`src/rtl/hex_scan_driver.sv`:
```
// rtl/hex_scan_driver.sv - time-multiplexed seven-segment hex scan driver
//
// Drives DIGITS seven-segment positions from one shared segment bus.
// A packed nibble vector is staged on load_i and copied into the displayed
// shadow copy only at the frame wrap, so a frame never shows a torn value.
// Digits are scanned one slot of CLK_DIV clocks at a time. The first cycle of
// every slot keeps all anodes off so the previous digit does not ghost.
//
// Optional feature macro: HEX_BRIGHTNESS_EN
//   When defined, adds bright_i. The lit anode is then held only while
//   prescaler < (bright_i+1)*(CLK_DIV/8) within each slot.
//
// Ports:
//   clk_50m      in   1         system clock
//   rst_n        in   1         asynchronous reset, active low
//   value_i      in   4*DIGITS  packed nibbles; nibble i = digit i, digit 0 rightmost
//   load_i       in   1         strobe: stage value_i for display
//   digit_en_i   in   DIGITS    1 = digit may light, 0 = forced dark (live)
//   blank_lz_i   in   1         1 = blank leading zeros (live)
//   bright_i     in   3         duty select, HEX_BRIGHTNESS_EN only (live)
//   hex_o        out  7         segments gfedcba, active low, registered
//   hex_on_o     out  DIGITS    digit enables, active low, one-hot-low, registered
//   frame_done_o out  1         one-cycle pulse in the cycle after a wrap tick
module hex_scan_driver #(
  parameter int DIGITS  = 8,
  parameter int CLK_DIV = 50000
) (
  input  logic                clk_50m,
  input  logic                rst_n,
  input  logic [4*DIGITS-1:0] value_i,
  input  logic                load_i,
  input  logic [DIGITS-1:0]   digit_en_i,
  input  logic                blank_lz_i,
`ifdef HEX_BRIGHTNESS_EN
  input  logic [2:0]          bright_i,
`endif
  output logic [6:0]          hex_o,
  output logic [DIGITS-1:0]   hex_on_o,
  output logic                frame_done_o
);

  localparam int PW = (CLK_DIV > 1) ? $clog2(CLK_DIV) : 1;
  localparam int IW = (DIGITS > 1) ? $clog2(DIGITS) : 1;
  localparam logic [PW-1:0] PS_LAST  = PW'(CLK_DIV - 1);
  localparam logic [IW-1:0] IDX_LAST = IW'(DIGITS - 1);

  logic [PW-1:0]       prescaler;
  logic [IW-1:0]       idx;
  logic [4*DIGITS-1:0] staged;
  logic [4*DIGITS-1:0] shadow;
  logic                pending;

  logic                tick;
  logic                wrap;

  logic [DIGITS-1:0]   upper_zero;
  logic [3:0]          cur_nib;
  logic                digit_dark;
  logic                slot_dead;
  logic                duty_ok;
  logic [6:0]          hex_d;
  logic [DIGITS-1:0]   hex_on_d;

  // Segment pattern for one nibble, gfedcba active low.
  function automatic logic [6:0] seg7(input logic [3:0] nib);
    logic [6:0] s;
    case (nib)
      4'h0: s = 7'h40;
      4'h1: s = 7'h79;
      4'h2: s = 7'h24;
      4'h3: s = 7'h30;
      4'h4: s = 7'h19;
      4'h5: s = 7'h12;
      4'h6: s = 7'h02;
      4'h7: s = 7'h78;
      4'h8: s = 7'h00;
      4'h9: s = 7'h10;
      4'hA: s = 7'h08;
      4'hB: s = 7'h03;
      4'hC: s = 7'h46;
      4'hD: s = 7'h21;
      4'hE: s = 7'h06;
      default: s = 7'h0E;
    endcase
    return s;
  endfunction

  // Slot timing: tick ends a slot, wrap ends the last slot of a frame.
  assign tick = (prescaler == PS_LAST);
  assign wrap = tick && (idx == IDX_LAST);

  always_ff @(posedge clk_50m or negedge rst_n) begin
    if (!rst_n) begin
      prescaler <= '0;
    end else if (tick) begin
      prescaler <= '0;
    end else begin
      prescaler <= prescaler + 1'b1;
    end
  end

  // With DIGITS=1 idx stays 0 and every tick is a wrap.
  always_ff @(posedge clk_50m or negedge rst_n) begin
    if (!rst_n) begin
      idx <= '0;
    end else if (tick) begin
      if (idx == IDX_LAST) begin
        idx <= '0;
      end else begin
        idx <= idx + 1'b1;
      end
    end
  end

  // Staging and shadow. A load that lands on the wrap tick bypasses the
  // staging register so it is shown in the frame starting right away;
  // pending is cleared because nothing newer is waiting.
  always_ff @(posedge clk_50m or negedge rst_n) begin
    if (!rst_n) begin
      staged  <= '0;
      shadow  <= '0;
      pending <= 1'b0;
    end else begin
      if (load_i && wrap) begin
        staged  <= value_i;
        shadow  <= value_i;
        pending <= 1'b0;
      end else if (load_i) begin
        staged  <= value_i;
        pending <= 1'b1;
      end else if (wrap && pending) begin
        shadow  <= staged;
        pending <= 1'b0;
      end
    end
  end

  // upper_zero[d] = nibbles d..DIGITS-1 of the shadow are all zero.
  always_comb begin
    logic run_zero;
    run_zero   = 1'b1;
    upper_zero = '0;
    for (int d = DIGITS - 1; d >= 0; d--) begin
      run_zero      = run_zero && (shadow[4*d +: 4] == 4'h0);
      upper_zero[d] = run_zero;
    end
  end

  // Next output word for the digit currently addressed by idx.
  always_comb begin
    cur_nib    = shadow[{idx, 2'b00} +: 4];
    // Digit 0 is never lead-blanked so a zero value still shows "0".
    digit_dark = !digit_en_i[idx] ||
                 (blank_lz_i && (idx != '0) && upper_zero[idx]);
    slot_dead  = (prescaler == '0);
`ifdef HEX_BRIGHTNESS_EN
    duty_ok    = (int'(prescaler) < ((int'(bright_i) + 1) * (CLK_DIV / 8)));
`else
    duty_ok    = 1'b1;
`endif
    hex_d      = digit_dark ? 7'h7F : seg7(cur_nib);
    // The dead cycle only turns the anode off; the segment bus already
    // carries the new digit so it is settled when the anode comes on.
    if (!digit_dark && !slot_dead && duty_ok) begin
      hex_on_d = ~(DIGITS'(1) << idx);
    end else begin
      hex_on_d = '1;
    end
  end

  always_ff @(posedge clk_50m or negedge rst_n) begin
    if (!rst_n) begin
      hex_o        <= 7'h7F;
      hex_on_o     <= '1;
      frame_done_o <= 1'b0;
    end else begin
      hex_o        <= hex_d;
      hex_on_o     <= hex_on_d;
      frame_done_o <= wrap;
    end
  end

endmodule

```
`config.mk`:
```
export PLATFORM = sky130hd
export DESIGN_NAME = hex_scan_driver
export DESIGN_NICKNAME = d
export VERILOG_FILES = /design/src/rtl/hex_scan_driver.sv
export SDC_FILE = /design/constraint.sdc
export NUM_CORES = 1
export LEC_CHECK = 0
export CORE_MARGIN = 2
export CORE_UTILIZATION = 57
export DETAILED_ROUTE_END_ITERATION = 10
export DONT_BUFFER_PORTS = 1
export PLACE_DENSITY_LB_ADDON = 0.3
export SYNTH_ARGS = -nofsm -noshare
export SYNTH_HDL_FRONTEND = slang
export SYNTH_SLANG_ARGS = --single-unit
```
`constraint.sdc`:
```
create_clock -name clk_50m -period 3.36 [get_ports clk_50m]
set_input_delay 0.504 -clock clk_50m [delete_from_list [all_inputs] [get_ports clk_50m]]
set_output_delay 0.504 -clock clk_50m [all_outputs]
set_load 0.05 [all_outputs]
```
# Word-level counts from Yosys, hierarchy flattened
# Memories as Yosys holds them, arrays and structs flattened.
# Cells that the tools add are included.
# word_totals
ff_bits	100
rom_bits	112
inputBits	44
n_memories	1
# mem_list
memory	words	word_bits	read_ports	rd_ports_with_merged_regs	wr	line	rtl
(name not given)	16	7	1	0	0	67	case (nib)
# classes
n_addsub	2
magnitude_cmp	1
eq_ne	3
shifts	2
muxes	16
bitwise_logic	1
reduce_logical	31
# ops
op	count
32-bit two-way mux	5
4-bit logical NOT	8
32-bit by 6-bit variable part select with 4-bit output	1
16-bit by 1-bit adder with 16-bit output, second input constant	1
16-bit == test, second input constant	1
16-bit logical NOT	1
16-bit two-way mux	1
1-bit logical AND	13
8-bit two-way mux	1
8-bit NOT	1
1-bit by 3-bit left shift with 8-bit output, first input constant	1
7-bit two-way mux	1
1-bit binary-select mux with 3-bit select	2
3-bit nonzero test	2
1-bit two-way mux	5
3-bit by 4-bit < comparator with 1-bit output, second input constant	1
2-bit nonzero test	2
3-bit by 1-bit adder with 3-bit output, second input constant	1
3-bit == test, second input constant	1
1-bit logical NOT	3
3-bit two-way mux	1
2-bit by 1-bit inequality test with 1-bit output, second input constant	1
2-bit AND reduction	1
1-bit logical OR	1

# Depth between registers and ports, before layout
# Gate-level depths: netlist of the first run.
# depth
ltp_word	15
mapped_depth	11
mapped_depth_nobuf	9

# Worst setup path after synthesis of the first run
# No wires, ideal clock.
# synth_timing
path_kind	reg2reg
startpoint	reg idx[1]
endpoint	reg hex_o[3]
setup_time_ns	0.078
arrival_ns	2.179
path_slack_ns	1.103
path_stages_with_launch	9
n_path_buf	1
path_cell_list	dfrtp_1 > buf_2 > mux4_1 > mux2i_1 > inv_1 > ha_1 > mux2_2 > mux2i_1 > nand2_1
# synth_via
elab_chain_cells	5
# synth_rtl
element	line	rtl
start, declared	48	logic [IW-1:0] idx;
start signal, assigned	110	idx <= idx + 1'b1;
parallel branches: the longest is 4 deep, another holds memory 16 x 7 bit	n/a	
7-bit two-way mux (*)	161	hex_d = digit_dark ? 7'h7F : seg7(cur_nib);
net hex_d[3]	61	logic [6:0] hex_d;
end signal, assigned	173	hex_o <= 7'h7F;
end signal, assigned	177	hex_o <= hex_d;
end, declared	37	output logic [6:0] hex_o,
# Mark *: on every way through the listed nets, which the timed path passes. The select of a mux whose other input is x is not followed.
# A chain may end at the register's enable or synchronous reset.

# Worst setup path in the final report of the first run
# Ends and elaborated chain as after synthesis.

==> results.yml, run 1 <==
synth:
  syn_inst: 343
  synth_edf_count: 0
  yosys_warnings: 0
  seq_area_frac_synth: 0.542
  synth_area_per_cell_sq_um: 13.6
  synth.largest_area_cell: "dfrtp_1"
  synthArstFlopShare: 1.00
  synth_area_leaders: "dfrtp_1, mux2_2, dfstp_2"
  synth_top_area_frac: 0.457
  synth_ff_type: "dfrtp_1"
  yosysUniqueCellTypes: 46
  synth_fp_nets: 401
  netlist_area_sq_mm: 0.00465
  ys_ff_latch: 100
job:
  cap_violations: 0
timing:
  hold_violations: 0
  rsz0062_at_grt: "false"
  slew_violations: 0
  worst_pin_slew_ns: 0.969
  max_freq_ghz: 0.335
  period_share: 0.888
  maxSlewHeadroom: 0.351
  fin_setup_tns_ns: 0
  timing.clock.skew_ns: 0.0153
  finalWorstSetupSlack_ns: 0.377
  fin_crit_ns: 2.98
  setup_viol: 0
clocking:
  cts_buffers: 9
  cts_setup_buffers: 0
  cts_buffer_depth: 2
  root_buffer: "clkbuf_8"
  worstSkewPairLatency_ns: 0.37
  cts.sinks: 100
  clk_pin_slew_worst_paths_ns: 0.10
  cts_tree: "done"
  cts_max_level: 3
placed_design:
  place_area_sq_mm: 0.00469
  gp_congestion: 0.860
  numPortBuffers: 0
  dp_slack_ns: 0.433
  hpwl_mm: 5.83
route:
  viasPerCell: 5.97
  dr_total_vias: 2673
  totalWireLength_mm: 8.27
  wire_per_inst_um: 18.5
  dr.pass1.iters: 4
  drc: 0
  drt-initial-drc-count: 110
  ant_nets: 0
finish:
  final_cell_mix: "dfrtp_1, mux2_2, nor2_1, dfstp_2, ha_1"
  fill_cells: 587
  design_area_sq_mm: 0.00491
  final_nets: 398
  regArea_sq_mm: 0.00252
  area_growth_pct: 5.62
  drive_gt1_frac: 0.348
  fin_util: 0.629
  multi_input_area_sq_mm: 0.00199
  final_common_cell: "dfrtp_1"
critical_path:
  regToRegEndpoint: "hex_o[3]"
  worst_ep_required_time_ns: 3.63
  r2r_setup_slack_ns: 0.38
  critPathMaxFanout: 18
  slowest_stage: "dfrtp_1"
  cp_data_arrival_time_ns: 3.25
  worstSetupPathType: "flip-flop to flip-flop"
  critPathMaxStageDelay_ns: 0.81
  r2r_cells: 7
  start_kind: "flip-flop"
  r2r-start: "idx[1]"
  crit_top_cell: "mux2i_1"
  crit_chain: "mux4_1 -> mux2i_1 -> inv_1 -> ha_1 -> mux2_2 -> mux2i_1 -> nand2_1"
  crit_path_end_kind: "flip-flop"
die:
  io_pins: 60
  start_util: 0.596
  core.rowCount: 32
  die_h_um: 94.3
  core_area_sq_mm: 0.00781
  dieWidth_um: 94.3
  die_area_sq_mm: 0.00890
outcome:
  outcome: "complete, no violations"
grt:
  overflow: 0
  antenna_found_initial: 1
  grt_start_max_net_pins: 101
  grt_usage: 0.207
  grt_first_pass_wirelength_mm: 14.0
  grt_pass1_vias: 2776
power_and_ir_drop:
  leakagePower_nw: 2.23
  power_mw: 2.11
  ir_drop_v: 0.000267
  power_density_mw_per_mm2: 430
hold_path:
  hold_class: "primary input to asynchronous set/reset pin"
[report_power, final]
group | switching [mW] | leakage (nW) | internal (mW)
clock | 0.439 | 0.101 | 0.305
sequential | 0.0258 | 1.25 | 1.25
combinational | 0.0477 | 0.872 | 0.0433
total | 0.512 | 2.23 | 1.60
[final cells by class]
type | count | share of cell area
diodes | 1 | 0.000510
clock buffers | 10 | 0.0280
clock inverters | 6 | 0.0110
inverters | 10 | 0.00764
multi-input cells | 216 | 0.405
flip-flops and latches | 100 | 0.513
well taps | 102 | 0.0260
repair buffers | 3 | 0.00866
[logic make-up after synthesis]
kind of cell | Yosys count | share of synthesized area
AND/OR/NAND/NOR | 80 | 0.0942
AO/OA/AOI/OAI | 20 | 0.0358
multiplexers | 88 | 0.232
adder cells (fa/ha/maj) | 14 | 0.0377
XOR/XNOR | 14 | 0.0264
flip-flops | 100 | 0.542
buffers and inverters | 27 | 0.0315
[worst max-delay path, delay by kind of cell (launching register included)]
family,cells,cell delay (ns)
adders and majority gates,1,0.26
buffers and inverters,1,0.18
DFF,1,0.81
muxes,4,1.55
and+or+nand+nor,1,0.07
[cell usage after synthesis, types with 4 or more instances]
library cell,instances
mux4_2,7
nor3_1,5
nand3_1,12
dfrtp_1,85
o211ai_1,5
nor4_1,9
nor2_1,18
dfstp_2,15
xnor2_1,5
xor2_1,9
ha_1,14
buf_2,6
nand4_1,9
mux2i_1,13
nand2_1,12
inv_1,8
mux2_2,66
clkbuf_1,5
buf_6,5
o21ai_0,4
[per-stage QoR]
stage / hold WS (ns) / std cells
CTS: 0.0643 / 447
detailed placement: 0.211 / 430
finish: 0.0284 / 448
floorplan: 0.208 / 343
global route: 0.0713 / 448
global placement: 0.212 / 430
[flip-flops by register name, summed over array words and instances, names as in the netlist]
register,count
idx,3
frame_done_o,1
shadow,32
prescaler,16
staged,32
hex_o,7
pending,1
hex_on_o,8
[worst max path at each step]
stage | startpoint | endpoint | slack [ns] | cells after the start
detailed placement | idx[1] | hex_o[3] | 0.43 | 7
global placement | idx[1] | hex_o[3] | 0.52 | 7
CTS | idx[1] | hex_o[3] | 0.40 | 7
finish | idx[1] | hex_o[3] | 0.38 | 7
floorplan | idx[1] | hex_o[3] | 1.10 | 8
global route | idx[1] | hex_o[3] | 0.22 | 7
[what timing repair did]
action | 4_1_cts | 5_1_grt
resized for setup | 0 | 0
endpoints found under the hold margin | 100 | 0
hold buffers | 1 | 0
[metal layers]
layer  wire length, um  up-vias  GRT usage
li1                  -     1228          -
met1              3630     1354      0.276
met2              4010       73      0.323
met3               436       18     0.0610
met4               198        0     0.0773
met5                 0        -          0
(Power assumes the default switching activity.)
==> run 2: changes to the inputs <==
- CELL_PAD_IN_SITES_DETAIL_PLACEMENT: default -> 1
- CELL_PAD_IN_SITES_GLOBAL_PLACEMENT: default -> 1
- CORE_UTILIZATION: 57 -> 56
==> results.yml, run 2 (synthesis results as in run 1) <==
clocking:
  worstSkewPairLatency_ns: 0.36
  cts.repair.resized: 0
  cts_buffer_depth: 2
  cts_buffers: 9
  root_buffer: "clkbuf_8"
  clk_pin_slew_worst_paths_ns: 0.09
  cts.sinks: 100
  cts_tree: "done"
  cts_max_level: 3
route:
  drc: 0
  drt-initial-drc-count: 144
  drt-met1-wl_mm: 4.14
  totalWireLength_mm: 9.74
  met2WireLength_mm: 5.06
  wl_met3_um: 390
  top_layer: "met5"
  wire_per_inst_um: 21.6
  dr_total_vias: 2729
  dr.pass1.iters: 4
  ant_nets: 0
  viasPerCell: 6.04
critical_path:
  r2r_setup_slack_ns: 0.40
  slowest_stage: "dfrtp_1"
  regToRegEndpoint: "shadow[6]"
  critPathMaxStageDelay_ns: 0.83
  worst_ep_required_time_ns: 3.60
  crit_top_cell: "ha_1"
  start_kind: "flip-flop"
  r2r_cells: 4
  r2r-start: "idx[0]"
  crit_buf_inv: 0
  cp_data_arrival_time_ns: 3.20
  crit_path_end_kind: "flip-flop"
  crit_chain: "ha_1 -> ha_1 -> nand4b_2 -> mux2_2"
  worstSetupPathType: "flip-flop to flip-flop"
  cp_top_family: "flip-flops"
  critPathMaxFanout: 32
timing:
  fin_setup_tns_ns: 0
  worst_pin_slew_ns: 1.05
  finalWorstSetupSlack_ns: 0.401
  setup_viol: 0
  timing.clock.skew_ns: 0.00960
  fin_crit_ns: 2.96
  max_freq_ghz: 0.338
  rsz0062_at_grt: "false"
  hold_violations: 0
  maxSlewHeadroom: 0.295
  hold_ws_ns: 0.0548
  slew_violations: 0
  period_share: 0.881
power_and_ir_drop:
  clkPwrFrac: 0.340
  swShare: 0.236
  power_density_mw_per_mm2: 423
  p_int_mw: 1.59
  ir_drop_v: 0.000262
  leakagePower_nw: 2.22
  power_mw: 2.08
  switchingPower_mw: 0.491
  seq_power_share: 0.615
  p_comb_frac: 0.045
grt:
  grt_usage: 0.235
  overflow: 0
  antenna_found_initial: 2
  grt_start_max_net_pins: 101
  grt_first_pass_wirelength_mm: 16.0
  grt_pass1_vias: 3014
placed_design:
  dp.cells: 434
  place_area_sq_mm: 0.00470
  dp_slack_ns: 0.351
  hpwl_mm: 6.91
  gp_congestion: 0.815
  numPortBuffers: 0
die:
  core.rowCount: 33
  core_area_sq_mm: 0.00813
  dieWidth_um: 95.1
  die_area_sq_mm: 0.00905
  io_pins: 60
  start_util: 0.572
  die_h_um: 95.1
hold_path:
  hold_class: "primary input to asynchronous set/reset pin"
finish:
  area_growth_pct: 5.54
  final_nets: 399
  final_cell_mix: "dfrtp_1, mux2_2, nor2_1, dfstp_2, ha_1"
  fin_util: 0.603
  reg_top3: "shadow x32, staged x32, prescaler x16"
  design_area_sq_mm: 0.00491
  final_common_cell: "dfrtp_1"
  fill_cells: 777
  fin_cells: 452
  drive_gt1_frac: 0.347
outcome:
  outcome: "complete, no violations"
job:
  cap_violations: 0
run 2: layout make-up:
class	instances	area, sq um	area share
Antenna cell	1	2.50	0.000510
Clock buffer	11	141	0.0288
Clock inverter	5	35.0	0.00714
Inverter	10	37.5	0.00765
Multi-Input combinational cell	216	1990	0.405
Sequential cell	100	2520	0.514
Tap cell	105	131	0.0268
Timing Repair Buffer	4	50.0	0.0102
run 2: power by group through the flow:
stage                     clock network (mW)  logic, mW  registers [mW]
after floorplan                            0     0.0622            1.30
after global placement                     0     0.0660            1.30
after detailed placement                   0     0.0689            1.30
after CTS                              0.721     0.0969            1.28
after global routing                   0.780      0.105            1.28
final                                  0.706     0.0933            1.28
run 2: routing by layer:
layer	up-vias	track usage
met4	2	0.0628
met3	14	0.0632
met1	1432	0.292
met5	-	0
met2	47	0.405
li1	1234	-
run 2: what timing repair did:
action,4_1_cts,5_1_grt
hold endpoints to repair,100,0
setup buffers,0,0
hold buffers,1,0
run 2: worst max-delay path by stage:
stage,start,to,slack (ns),depth (start not counted)
after floorplan,idx[1],hex_o[3],1.10,8
after global placement,prescaler[11],shadow[4],0.57,5
after detailed placement,idx[0],shadow[28],0.35,4
after CTS,idx[0],shadow[6],0.34,4
after global routing,idx[0],shadow[6],0.11,4
final,idx[0],shadow[6],0.40,4
